`src/rtl/scoreboard_register_file_pkg.sv`:
```
`default_nettype none
// ============================================================================
// Module      : scoreboard_register_file_pkg
// Description : Shared types for the scoreboarded register file. The word and
//               address types describe the default 32 x 32-bit configuration.
//               The modules size their own ports from XLEN/NREGS.
// Revision    : 1.0 - initial release
// ============================================================================
package scoreboard_register_file_pkg;

  localparam int DEFAULT_XLEN  = 32;
  localparam int DEFAULT_NREGS = 32;
  localparam int DEFAULT_AW    = $clog2(DEFAULT_NREGS);

  typedef logic [DEFAULT_XLEN-1:0] word_t;
  typedef logic [DEFAULT_AW-1:0]   reg_address_t;

  // Storage sweep state: clearing after reset, then normal operation.
  typedef enum logic [0:0] {
    RF_CLEAR = 1'b0,
    RF_RUN   = 1'b1
  } rf_state_t;

  // Largest value an unsigned counter of the given width can hold.
  function automatic int pend_max(input int width);
    return (1 << width) - 1;
  endfunction

endpackage
`default_nettype wire

```
`src/rtl/scoreboard_register_file_reg_scoreboard.sv`:
```
`default_nettype none
// ============================================================================
// Module      : reg_scoreboard
// Description : Per-register outstanding-write counters with saturation and
//               sticky overflow/underflow flags. Register 0 never counts.
// Ports       : clk, reset        - clock, synchronous active-high reset
//               enable            - counters update only while high
//               iss_valid/addr    - issue of an instruction writing addr
//               wb_valid/addr     - write-back to addr
//               busy[NREGS]       - counter nonzero
//               last_pending[NREGS] - counter equals one
//               sb_overflow       - sticky: issue to a saturated counter
//               sb_underflow      - sticky: write-back to a zero counter
// Revision    : 1.0 - initial release
// ============================================================================
module reg_scoreboard
  import scoreboard_register_file_pkg::*;
#(
  parameter  int NREGS  = 32,
  parameter  int PEND_W = 2,
  localparam int AW     = $clog2(NREGS)
) (
  input  logic             clk,
  input  logic             reset,
  input  logic             enable,
  input  logic             iss_valid,
  input  logic [AW-1:0]    iss_addr,
  input  logic             wb_valid,
  input  logic [AW-1:0]    wb_addr,
  output logic [NREGS-1:0] busy,
  output logic [NREGS-1:0] last_pending,
  output logic             sb_overflow,
  output logic             sb_underflow
);

  localparam logic [PEND_W-1:0] C_PEND_MAX = PEND_W'(pend_max(PEND_W));
  localparam logic [PEND_W-1:0] C_PEND_ONE = PEND_W'(1);

  logic [PEND_W-1:0] r_pend [NREGS];
  logic              r_overflow;
  logic              r_underflow;

  logic w_inc_req;
  logic w_dec_req;
  logic w_same;
  logic w_inc;
  logic w_dec;
  logic w_ovf;
  logic w_unf;

  assign w_inc_req = enable && iss_valid && (iss_addr != '0);
  assign w_dec_req = enable && wb_valid  && (wb_addr  != '0);
  // An issue and a write-back to the same register cancel out.
  assign w_same    = w_inc_req && w_dec_req && (iss_addr == wb_addr);
  assign w_inc     = w_inc_req && !w_same;
  assign w_dec     = w_dec_req && !w_same;
  assign w_ovf     = w_inc && (r_pend[iss_addr] == C_PEND_MAX);
  assign w_unf     = w_dec && (r_pend[wb_addr]  == '0);

  // w_inc and w_dec address different registers whenever both are set.
  always_ff @(posedge clk) begin
    if (reset) begin
      for (int i = 0; i < NREGS; i++) begin
        r_pend[i] <= '0;
      end
      r_overflow  <= 1'b0;
      r_underflow <= 1'b0;
    end else begin
      if (w_inc && !w_ovf) begin
        r_pend[iss_addr] <= r_pend[iss_addr] + C_PEND_ONE;
      end
      if (w_dec && !w_unf) begin
        r_pend[wb_addr] <= r_pend[wb_addr] - C_PEND_ONE;
      end
      if (w_ovf) begin
        r_overflow <= 1'b1;
      end
      if (w_unf) begin
        r_underflow <= 1'b1;
      end
    end
  end

  for (genvar i = 0; i < NREGS; i++) begin : g_busy
    assign busy[i]         = (r_pend[i] != '0);
    assign last_pending[i] = (r_pend[i] == C_PEND_ONE);
  end

  assign sb_overflow  = r_overflow;
  assign sb_underflow = r_underflow;

endmodule
`default_nettype wire

```
`src/rtl/scoreboard_register_file.sv`:
```
`default_nettype none
// ============================================================================
// Module      : scoreboard_register_file
// Description : Register file with NREAD combinational read ports, one
//               write-back port and a per-register outstanding-write
//               scoreboard. Register 0 reads as zero. After reset the storage
//               is cleared one register per cycle; ready stays low until the
//               sweep completes and all reads return zero meanwhile.
// Ports       : clk, reset            - clock, synchronous active-high reset
//               ready                 - sweep finished
//               rd_addr/rd_data/rd_busy - read ports, port p at slice p
//               iss_valid, iss_addr   - issue of a register writer
//               wb_valid, wb_addr, wb_data - write-back port
//               sb_overflow, sb_underflow  - sticky scoreboard errors
// Options     : REGFILE_BYPASS_EN - forward same-cycle write-back data (and
//               the resulting busy state) to matching read ports
// Revision    : 1.0 - initial release
// ============================================================================
module scoreboard_register_file
  import scoreboard_register_file_pkg::*;
#(
  parameter  int XLEN   = 32,
  parameter  int NREGS  = 32,
  parameter  int NREAD  = 2,
  parameter  int PEND_W = 2,
  localparam int AW     = $clog2(NREGS)
) (
  input  logic                  clk,
  input  logic                  reset,
  output logic                  ready,
  input  logic [NREAD*AW-1:0]   rd_addr,
  output logic [NREAD*XLEN-1:0] rd_data,
  output logic [NREAD-1:0]      rd_busy,
  input  logic                  iss_valid,
  input  logic [AW-1:0]         iss_addr,
  input  logic                  wb_valid,
  input  logic [AW-1:0]         wb_addr,
  input  logic [XLEN-1:0]       wb_data,
  output logic                  sb_overflow,
  output logic                  sb_underflow
);

  localparam logic [AW-1:0] C_LAST_REG = AW'(NREGS - 1);

  rf_state_t         r_state;
  logic [AW-1:0]     r_sweep;
  logic              r_ready;
  logic [XLEN-1:0]   r_regs [NREGS];

  logic              w_running;
  logic              w_we;
  logic [AW-1:0]     w_waddr;
  logic [XLEN-1:0]   w_wdata;
  logic [NREGS-1:0]  w_busy;
  logic [NREGS-1:0]  w_last_pending;

  assign w_running = (r_state == RF_RUN);

  // Sweep FSM: the sweep starts at register 1 because register 0 is never
  // read from storage.
  always_ff @(posedge clk) begin
    if (reset) begin
      r_state <= RF_CLEAR;
      r_sweep <= AW'(1);
      r_ready <= 1'b0;
    end else begin
      case (r_state)
        RF_CLEAR: begin
          if (r_sweep == C_LAST_REG) begin
            r_state <= RF_RUN;
            r_ready <= 1'b1;
          end else begin
            r_sweep <= r_sweep + AW'(1);
          end
        end
        RF_RUN: begin
        end
      endcase
    end
  end

  // Single storage write port shared by the clear sweep and write-back.
  assign w_we    = !w_running || (wb_valid && (wb_addr != '0));
  assign w_waddr = w_running ? wb_addr : r_sweep;
  assign w_wdata = w_running ? wb_data : '0;

  always_ff @(posedge clk) begin
    if (!reset && w_we) begin
      r_regs[w_waddr] <= w_wdata;
    end
  end

  reg_scoreboard #(
    .NREGS  (NREGS),
    .PEND_W (PEND_W)
  ) u_scoreboard (
    .clk          (clk),
    .reset        (reset),
    .enable       (w_running),
    .iss_valid    (iss_valid),
    .iss_addr     (iss_addr),
    .wb_valid     (wb_valid),
    .wb_addr      (wb_addr),
    .busy         (w_busy),
    .last_pending (w_last_pending),
    .sb_overflow  (sb_overflow),
    .sb_underflow (sb_underflow)
  );

`ifndef REGFILE_BYPASS_EN
  logic w_unused_bypass;
  assign w_unused_bypass = ^w_last_pending;
`endif

  for (genvar p = 0; p < NREAD; p++) begin : g_rd_port
    logic [AW-1:0]   w_addr;
    logic [XLEN-1:0] w_data;
    logic            w_port_busy;

    assign w_addr = rd_addr[p*AW +: AW];

    always_comb begin
      w_data      = '0;
      w_port_busy = 1'b0;
      if (r_ready) begin
        if (w_addr != '0) begin
          w_data = r_regs[w_addr];
        end
        w_port_busy = w_busy[w_addr];
`ifdef REGFILE_BYPASS_EN
        if (wb_valid && (wb_addr != '0) && (wb_addr == w_addr)) begin
          w_data = wb_data;
          // This write-back retires the last outstanding write unless a new
          // writer to the same register issues in the same cycle.
          if (w_last_pending[w_addr] && !(iss_valid && (iss_addr == w_addr))) begin
            w_port_busy = 1'b0;
          end
        end
`endif
      end
    end

    assign rd_data[p*XLEN +: XLEN] = w_data;
    assign rd_busy[p]              = w_port_busy;
  end

  assign ready = r_ready;

endmodule
`default_nettype wire

```
`config.mk`:
```
export PLATFORM = sky130hd
export DESIGN_NAME = scoreboard_register_file
export DESIGN_NICKNAME = d
export VERILOG_FILES = /design/src/rtl/scoreboard_register_file_pkg.sv /design/src/rtl/scoreboard_register_file_reg_scoreboard.sv /design/src/rtl/scoreboard_register_file.sv
export SDC_FILE = /design/constraint.sdc
export NUM_CORES = 1
export LEC_CHECK = 0
export CAP_MARGIN = 10
export CORE_MARGIN = 5
export CORE_UTILIZATION = 40
export CTS_CLUSTER_SIZE = 25
export DETAILED_ROUTE_END_ITERATION = 16
export SYNTH_ARGS = -nofsm -noshare
export SYNTH_HDL_FRONTEND = slang
export SYNTH_SLANG_ARGS = --single-unit
```
`constraint.sdc`:
```
create_clock -name clk -period 5.3 [get_ports clk]
set_clock_uncertainty 0.1 [all_clocks]
set_input_delay 1.06 -clock clk [delete_from_list [all_inputs] [get_ports clk]]
set_output_delay 1.06 -clock clk [all_outputs]
set_load 0.05 [all_outputs]
```
# [Word level (Yosys, flattened, before mapping)]
# Memories as Yosys holds them, arrays and structs flattened.
# Index checks and enable logic that the tools add are counted.
[op_classes] div=0 n_mux=30 addsub=3 reduce_logical=61 magnitude_cmp=2 mul=0 n_eq_ne=3 n_shift=0 bitwise=2
[ops] cell="32-bit two-way mux" n=5
[ops] cell="2-bit nonzero test" n=32
[ops] cell="5-bit nonzero test" n=4
[ops] cell="1-bit two-way mux" n=18
[ops] cell="5-bit two-way mux" n=3
[ops] cell="1-bit logical AND" n=14
[ops] cell="5-bit by 6-bit less-than comparator with 1-bit output (second input constant)" n=2
[ops] cell="1-bit binary-select mux with 5-bit select" n=2
[ops] cell="5-bit by 1-bit adder with 5-bit output (second input constant)" n=1
[ops] cell="5-bit == test" n=1
[ops] cell="5-bit == test (second input constant)" n=1
[ops] cell="1-bit zero test" n=5
[ops] cell="2-bit two-way mux" n=2
[ops] cell="2-bit AND reduction" n=2
[ops] cell="2-bit OR reduction" n=2
[ops] cell="2-bit by 1-bit adder with 2-bit output (second input constant)" n=1
[ops] cell="2-bit == test (second input constant)" n=1
[ops] cell="2-bit zero test" n=1
[ops] cell="1-bit inverter" n=2
[ops] cell="2-bit by 1-bit subtractor with 2-bit output (second input constant)" n=1
[ops] cell="1-bit logical OR" n=1
[totals] latch_bits=0 mem_count=2 elab_cells=108 ff_bits=9 mem_bits_rw=1088 inputBits=56 romBits=0 output_inout_bits=69
[memory_table] memory="r_regs" words=32 word_bits=32 rd=2 rd_ports_with_merged_regs=0 write_ports=1 line="scoreboard_register_file.sv:48" text="logic [XLEN-1:0] r_regs [NREGS];"
[memory_table] memory="u_scoreboard.r_pend" words=32 word_bits=2 rd=34 rd_ports_with_merged_regs=0 write_ports=32 line="scoreboard_register_file_reg_scoreboard.sv:39" text="logic [PEND_W-1:0] r_pend [NREGS];"

# [Depth between registers and ports, before layout]
[depth] ltp_word=14 mapped_depth=14

# [Hierarchy]
# A second synthesis with hierarchy kept.
[unflattened] cells_unflattened=2760 area_unflattened_um2=53397.5
[modules_own_cells] mod="scoreboard_register_file" area_per_inst_um2=48295.1 n_inst=1 seq_area_each_um2=30889.6 cells_each=2278
[modules_own_cells] mod="reg_scoreboard" area_per_inst_um2=5102.4 n_inst=1 seq_area_each_um2=1961.9 cells_each=482

# [Worst setup path after synthesis]
# Ideal clock, no wire load.
[synth_timing] kind="in2out" start="in rd_addr[6]" end="out rd_data[43]" path_stages=9 required_time_ns=4.140 arrival_ns=3.596 setup_slack_ns=0.544 path_cell_list="clkbuf_1 clkbuf_1 buf_2 buf_2 buf_2 mux2i_1 nor2_1 a21oi_1 o21ai_0"
[synth_between] elab_chain_len=3
[synth_rtl] item="start, declared" line="scoreboard_register_file.sv:31" text="input logic [NREAD*AW-1:0] rd_addr,"
[synth_rtl] item="memory read 32 x 32 bit / 5-bit nonzero test (equally long branches)"
[synth_rtl] item="32-bit two-way mux *" line="scoreboard_register_file.sv:126" text="if (w_addr != '0) begin"
[synth_rtl] item="32-bit two-way mux *" line="scoreboard_register_file.sv:125" text="if (r_ready) begin"
[synth_rtl] item="end, declared" line="scoreboard_register_file.sv:32" text="output logic [NREAD*XLEN-1:0] rd_data,"
# Every way passes the cells marked *; elsewhere a longest branch is shown, timed or not.

# [Worst setup path in the final report]
[layout_timing] start="in rd_addr[5]" end="out rd_data[32]"
# The elaborated chain is that of the path after synthesis.

==> results by group <==
Logic synthesis
  • Post-synthesis xor/xnor area fraction: 0.132%
  • Synth area leader: edfxtp_1
  • Synthesized instance count: between 2k and 3k
  • Compound-Gate Fraction of Synth Area: between 3 and 4%
  • Dominant synthesized flop cell: edfxtp_1
  • Most frequent cell after synthesis: edfxtp_1
  • Area contributors post-synth: edfxtp_1 (62%), mux4_2 (26%), mux2i_1 (1.4%)
  • Top-area cell type share of the netlist area: 61.5%
  • Post-synth EDFFs: about 1.1k
  • Ys Warns: 0
  • Post-synthesis mux area share: between 20% and 30%
  • Yosys cell types: about 60
  • Post-synthesis async set-or-reset flop share: 0%
  • Synth Area in Simple Gates: approximately 3.7%
  • Synth Cell Area: between 0.05 and 0.06 sq mm
  • Synth Register Bits: approximately 1.1k
  • Synth Area per Inst: around 19 sq um
  • Synth Area in Adders: less than 1%
  • Commonest cells in the netlist: edfxtp_1 (1,088), mux4_2 (621), nor2_1 (132)
  • Sequential share of the synthesized area: roughly three fifths
  • Largest family of logic cells by synthesized area: multiplexers

GRT
  • First-pass GRT wire length: around 230,000 microns
  • Grt ovf: 0
  • Global Route Usage Sum: 23.0%
  • Vias in the first global route: 32.9k
  • Largest net degree at the start of global routing: 73
  • Initial antenna violation count: 1

Finish
  • Share of layout cells above drive strength 1: 37.2%
  • Nets: roughly 3k
  • Post-route insts no fill: 4,841
  • P&R area growth vs syn: 16.8%

STA
  • Fin crit period: between 4000 and 5000 ps
  • RSZ-0062 raised after global routing: false
  • Worst-Margin Slew: around 1200 ps
  • Setup TNS: 0 ps
  • Final setup fails: 0
  • Slew Viols, Final: 0
  • Final worst-path cycle share: approximately nine tenths
  • Fin Hold WS: roughly 430 ps
  • Final Hold Viols: 0
  • Max Freq: roughly 210 MHz
  • Rel. slew slack: about a fifth

Setup path
  • Crit start category: input pin
  • Critical Path AT: between 3000 and 4000 ps
  • Worst path slowest cell: mux4_2
  • Slowest cell delay on critical path: approximately 550 ps
  • Critical path, cell by cell: buf_8 > buf_12 > mux4_2 > mux4_2 > nand3_1 > o21ai_0 > buf_12
  • Worst EP required: 4140 ps
  • Element type at the critical path end: primary output
  • Critical-path maximum fanout: 31
  • Kind of critical path: in -> out

Floorplanning
  • IO Pins: 125
  • Core area: between 0.1 and 0.15 sq mm
  • Rows: around 130
  • Die height: approximately 370 microns
  • Chip width: between 300 and 400 microns
  • Initial Utilization: 40.3%
  • Total Die Area: between 0.1 and 0.15 sq mm

Detailed routing
  • Total wire length: about 160,000 microns
  • Via density: between 6 and 7
  • DR pass1 iterations: 7
  • Final ANT Viol Nets: 0
  • Wirelength per Cell: between 30 and 40 microns
  • Via count: 31.2k
  • DRC: 0
  • Initial DRC Count: 3,652

Power and ir drop
  • Lkg Pwr: between 15 and 20 nW
  • Peak VDD IR: between 200 and 300 uV
  • Pwr dens: 312 mW/mm^2

Placement
  • Routability cong.: 0.890
  • Dpl cells: approximately 4.6k
  • Post-DP HPWL: 96,600 microns
  • Port Buf Inserts: 124

Clock network
  • Maximum root-to-sink buffer count: 3
  • # resized after CTS: 0
  • CTS Buf Count: around 120
  • Number of post-CTS setup repair buffers: 0
  • TritonCTS clock tree: built
  • Num Clock Sinks: 1,097
  • Number of H-tree levels: 3
  • Clk slew on worst S/H paths: 60 ps
  • Worst skew pair latency: approximately 730 ps
  • Hold_buf cts: 0
  • CTS root buf: clkbuf_16

Worst hold path
  • Worst hold path class: reg -> reg

Outcome
  • Outcome: finished, final reports clean

Job
  • # Max-Cap Violations: 0
[per-stage QoR]
| step | setup slack, ps | power [mW] | utilization [%] | instance area [sq um] |
|---|---|---|---|---|
| floorplan | 544 | 10.8 | - | 53100 |
| global placement | 404 | 11.3 | 44.2 | 58200 |
| detailed placement | 290 | 11.3 | 44.2 | 58200 |
| CTS | 481 | 19.5 | 47.0 | 62000 |
| global route | 351 | 19.9 | 47.1 | 62000 |
| finish | 520 | 19.3 | 47.1 | 62000 |
[critical path, delay by kind of cell]
family	cells	cell delay (ps)
AOI/OAI and AO/OA	1	430
muxes	2	1010
buffers and inverters	3	960
and+or+nand+nor	1	90
[per-layer routing]
| layer | GRT usage, % | vias up | share of wire, % |
|---|---|---|---|
| met5 | 0 | - | 0 |
| met4 | 9.23 | 0 | 4.3 |
| met3 | 3.79 | 352 | 7.9 |
| met2 | 37.7 | 1664 | 49 |
| met1 | 31.0 | 16700 | 39 |
| li1 | - | 12400 | - |
[cells by family after synthesis]
kind of cell | Yosys count
and+or+nand+nor | 395
adders and majority gates | 4
DFF | 1097
xor gates and xnor gates | 8
other | 1
muxes | 751
buffers and inverters | 258
AOI/OAI and AO/OA | 295
[worst paths after layout]
| path | depth (start not counted) | endpoint | from | slack, ps |
|---|---|---|---|---|
| setup / recovery | 7 | rd_data[32] | rd_addr[5] | 520 |
| hold / removal | 2 | r_sweep[4] | r_sweep[4] | 430 |
| setup reg to reg | 10 | u_scoreboard.r_pend[11][1] | u_scoreboard.r_pend[23][1] | 1550 |
| hold reg to reg | 2 | r_sweep[4] | r_sweep[4] | 430 |
[state kept, by name, summed over array words and instances, names as in the netlist]
signal and cells:
r_regs 1024, r_state 1, r_sweep 5, ready 1
u_scoreboard.r_pend 64, u_scoreboard.sb_overflow 1, u_scoreboard.sb_underflow 1
[power by group]
| group | switching (mW) | total (mW) | internal (mW) |
|---|---|---|---|
| logic | 0.842 | 1.59 | 0.748 |
| registers | 0.0562 | 9.57 | 9.51 |
| clock network | 3.45 | 8.16 | 4.71 |
[cell type report]
class | instances | area [sq um]
fillers | 11000 | 69800
flip-flops and latches | 1097 | 32900
multi-input cells | 1455 | 19400
repair buffers | 306 | 3680
clock buffers | 137 | 2960
well taps | 1755 | 2200
clock inverters | 78 | 835
inverters | 11 | 41.3
diodes | 2 | 5.00
[cell usage in the layout (no fill, tap or decap), types with 11 or more instances in the layout]
cell / count
and2_1: 32
a31oi_1: 15
clkinv_1: 34
edfxtp_1: 1088
a21oi_1: 91
nand2b_1: 16
buf_12: 97
mux4_2: 621
mux2i_1: 72
nor3b_1: 11
nor2_1: 100
clkbuf_1: 22
nor2_4: 32
nand3_1: 76
o32ai_1: 18
o21ai_0: 86
nand2_1: 67
mux2_2: 58
bufinv_16: 15
clkinv_2: 13
clkbuf_16: 115
nand3b_1: 15
buf_4: 152
clkdlybuf4s50_1: 48
o22ai_1: 49
Power figures use the tool's default switching activity.
==> RTL edit (same flow settings) <==
Put a register stage on the output `sb_overflow`, with the module's reset. The value now appears one clock later. The other outputs are not delayed to match.
--- a/src/rtl/scoreboard_register_file.sv
+++ b/src/rtl/scoreboard_register_file.sv
@@ -41,6 +41,8 @@
 );
 
   localparam logic [AW-1:0] C_LAST_REG = AW'(NREGS - 1);
+
+  logic sb_overflow_d;
 
   rf_state_t         r_state;
   logic [AW-1:0]     r_sweep;
@@ -103,7 +105,7 @@
     .wb_addr      (wb_addr),
     .busy         (w_busy),
     .last_pending (w_last_pending),
-    .sb_overflow  (sb_overflow),
+    .sb_overflow  (sb_overflow_d),
     .sb_underflow (sb_underflow)
   );
 
@@ -146,6 +148,14 @@
 
   assign ready = r_ready;
 
+  always_ff @(posedge clk) begin
+    if (reset) begin
+      sb_overflow <= '0;
+    end else begin
+      sb_overflow <= sb_overflow_d;
+    end
+  end
+
 endmodule
 `default_nettype wire
 
Check against the original RTL: not settled (the Yosys comparison gave no result); the edit may change what the design does.
==> RTL edit against the unedited design <==
Register-to-register slack gained 0.19 ns; hold slack lost 0.052 ns; sequential share of layout area grew 0.15 points; sequential cell count grew 1; setup slack lost 0.19 ns; area after synthesis shrank 0.15%; cell area shrank 0.24%; wire length grew 4.6%; sequential power is essentially flat; total power grew 0.48%; critical path type unchanged; critical endpoint is now rd_data[60]; largest power group unchanged; highest routed layer is now met5.
==> RTL edit: results (changes against the unedited design) <==
| Metric | Value |
|---|---|
| Top sig layer | `met5` |
| XOR/XNOR share of the synthesized area | `0.001321 (+0.000002023)` |
| Mux contribution to synthesized area | `0.2824 (-0.006800)` |
| Antenna diodes | `0 (-2)` |
| Share of cells above drive strength 1 | `0.3762 (+0.003930)` |
| Met2 wire length | `82.04 mm (+2.6%)` |
| Actual slew at the worst max-slew pin | `1.226 ns (+0.04291 ns)` |
| Max incr delay on CP | `0.69 ns (+0.14 ns)` |
| Final HPWL DP | `98.39 mm (+1.9%)` |
| Fill count | `10838 (-1.1%)` |
| Internal power | `0.01497 W (about the same)` |
| Global-route wire length before repair | `243.3 mm (+3.5%)` |
| Initial antenna violation count | `5 (+4)` |
| Post-Layout Cell Count | `4844 (+0.062%)` |
| Count of cell types in the netlist | `62 (+1.6%)` |
| Slowest cell on crit path | `or2_2` |
| Compound-Gate Fraction of Synth Area | `0.03695 (+0.004250)` |
| Post-layout nets | `3051 (+0.16%)` |
| M1 GR Usage | `0.3315 (+0.02170)` |
| Status | `complete, no violations` |
| Synth Area in Adders | `0.0009438 (+0.000001445)` |
| GR Util met3 | `0.04215 (+0.004224)` |
| Sequential fraction of the synthesis area | `0.6199 (+0.001326)` |
| Top cells by area, synth | `edfxtp_1 (62%), mux4_2 (26%), a21oi_1 (1.0%)` |
| M2 GR Usage | `0.3865 (+0.009694)` |
| Drt pass-1 iters | `6 (-1)` |
| Cells after synthesis | `2799 (-0.36%)` |
| Wirelength per Cell | `35.29 um (+4.6%)` |
| Clk pwr | `0.00824 W (+1%)` |
| Routed vias | `31890 (+2.3%)` |
| RD Place Congestion | `0.9302 (+4.5%)` |
| Met3 Routed Length | `14.85 mm (+16%)` |
| Leakage Power | `18.89 nW (-0.39%)` |
| DRT iter0 DRCs | `4438 (+22%)` |
| GRT Util Overall | `0.2405 (+0.01037)` |
| Met1 Wirelength | `67.04 mm (+5.6%)` |
| Switching Fraction | `0.2289 (+0.003776)` |
| DP Cell Count | `4629 (+0.13%)` |
[RTL edit: changes by cell type in the layout (fill, tap and decap cells not counted), moves of 20 or more]
cell      unedited run  this run
mux2i_1             72        46
nor3_1               6        29
o211ai_1             0        20
o21ai_0             86        46
nand2_1             67       135
nor2_1             100        59
[RTL edit: cells by family (layout without fill, tap and decap cells)]
logic type,count (synthesis),count (layout)
flip-flops,1098,1098
AND/OR/NAND/NOR,410,410
multiplexers,714,714
AO/OA/AOI/OAI,315,315
buffers and inverters,249,538
XOR/XNOR,8,8
adder cells (fa/ha/maj),4,4
other,1,2
[RTL edit: cell type report]
type,instances,area [um2],share of cell area
Clock buffer,136,2978,0.04813
Clock inverter,79,859.6,0.01389
Inverter,17,63.81,0.001031
Multi-Input combinational cell,1453,19280,0.3117
Sequential cell,1098,32870,0.5313
Tap cell,1755,2196,0.03549
Timing Repair Buffer,306,3613,0.05840
[RTL edit: per-stage QoR]
stage | util | hold slack, ns
after floorplan | - | 0.3323
after global placement | 0.4409 | 0.3706
after detailed placement | 0.4409 | 0.3705
after CTS | 0.4700 | 0.3838
after global routing | 0.4700 | 0.4055
final | 0.4700 | 0.3822
[RTL edit: path summary, 6_finish.rpt]
kind | from | end | slack, ns | depth (start not counted)
setup / recovery | rd_addr[5] | rd_data[60] | 0.33 | 6
hold / removal | u_scoreboard.sb_overflow$_SDFFE_PP0P_ | sb_overflow$_SDFF_PP0_ | 0.38 | 1
setup reg to reg | r_state$_SDFF_PP0_ | r_regs[2][21]$_DFFE_PP_ | 1.74 | 6
hold reg to reg | u_scoreboard.sb_overflow$_SDFFE_PP0P_ | sb_overflow$_SDFF_PP0_ | 0.38 | 1
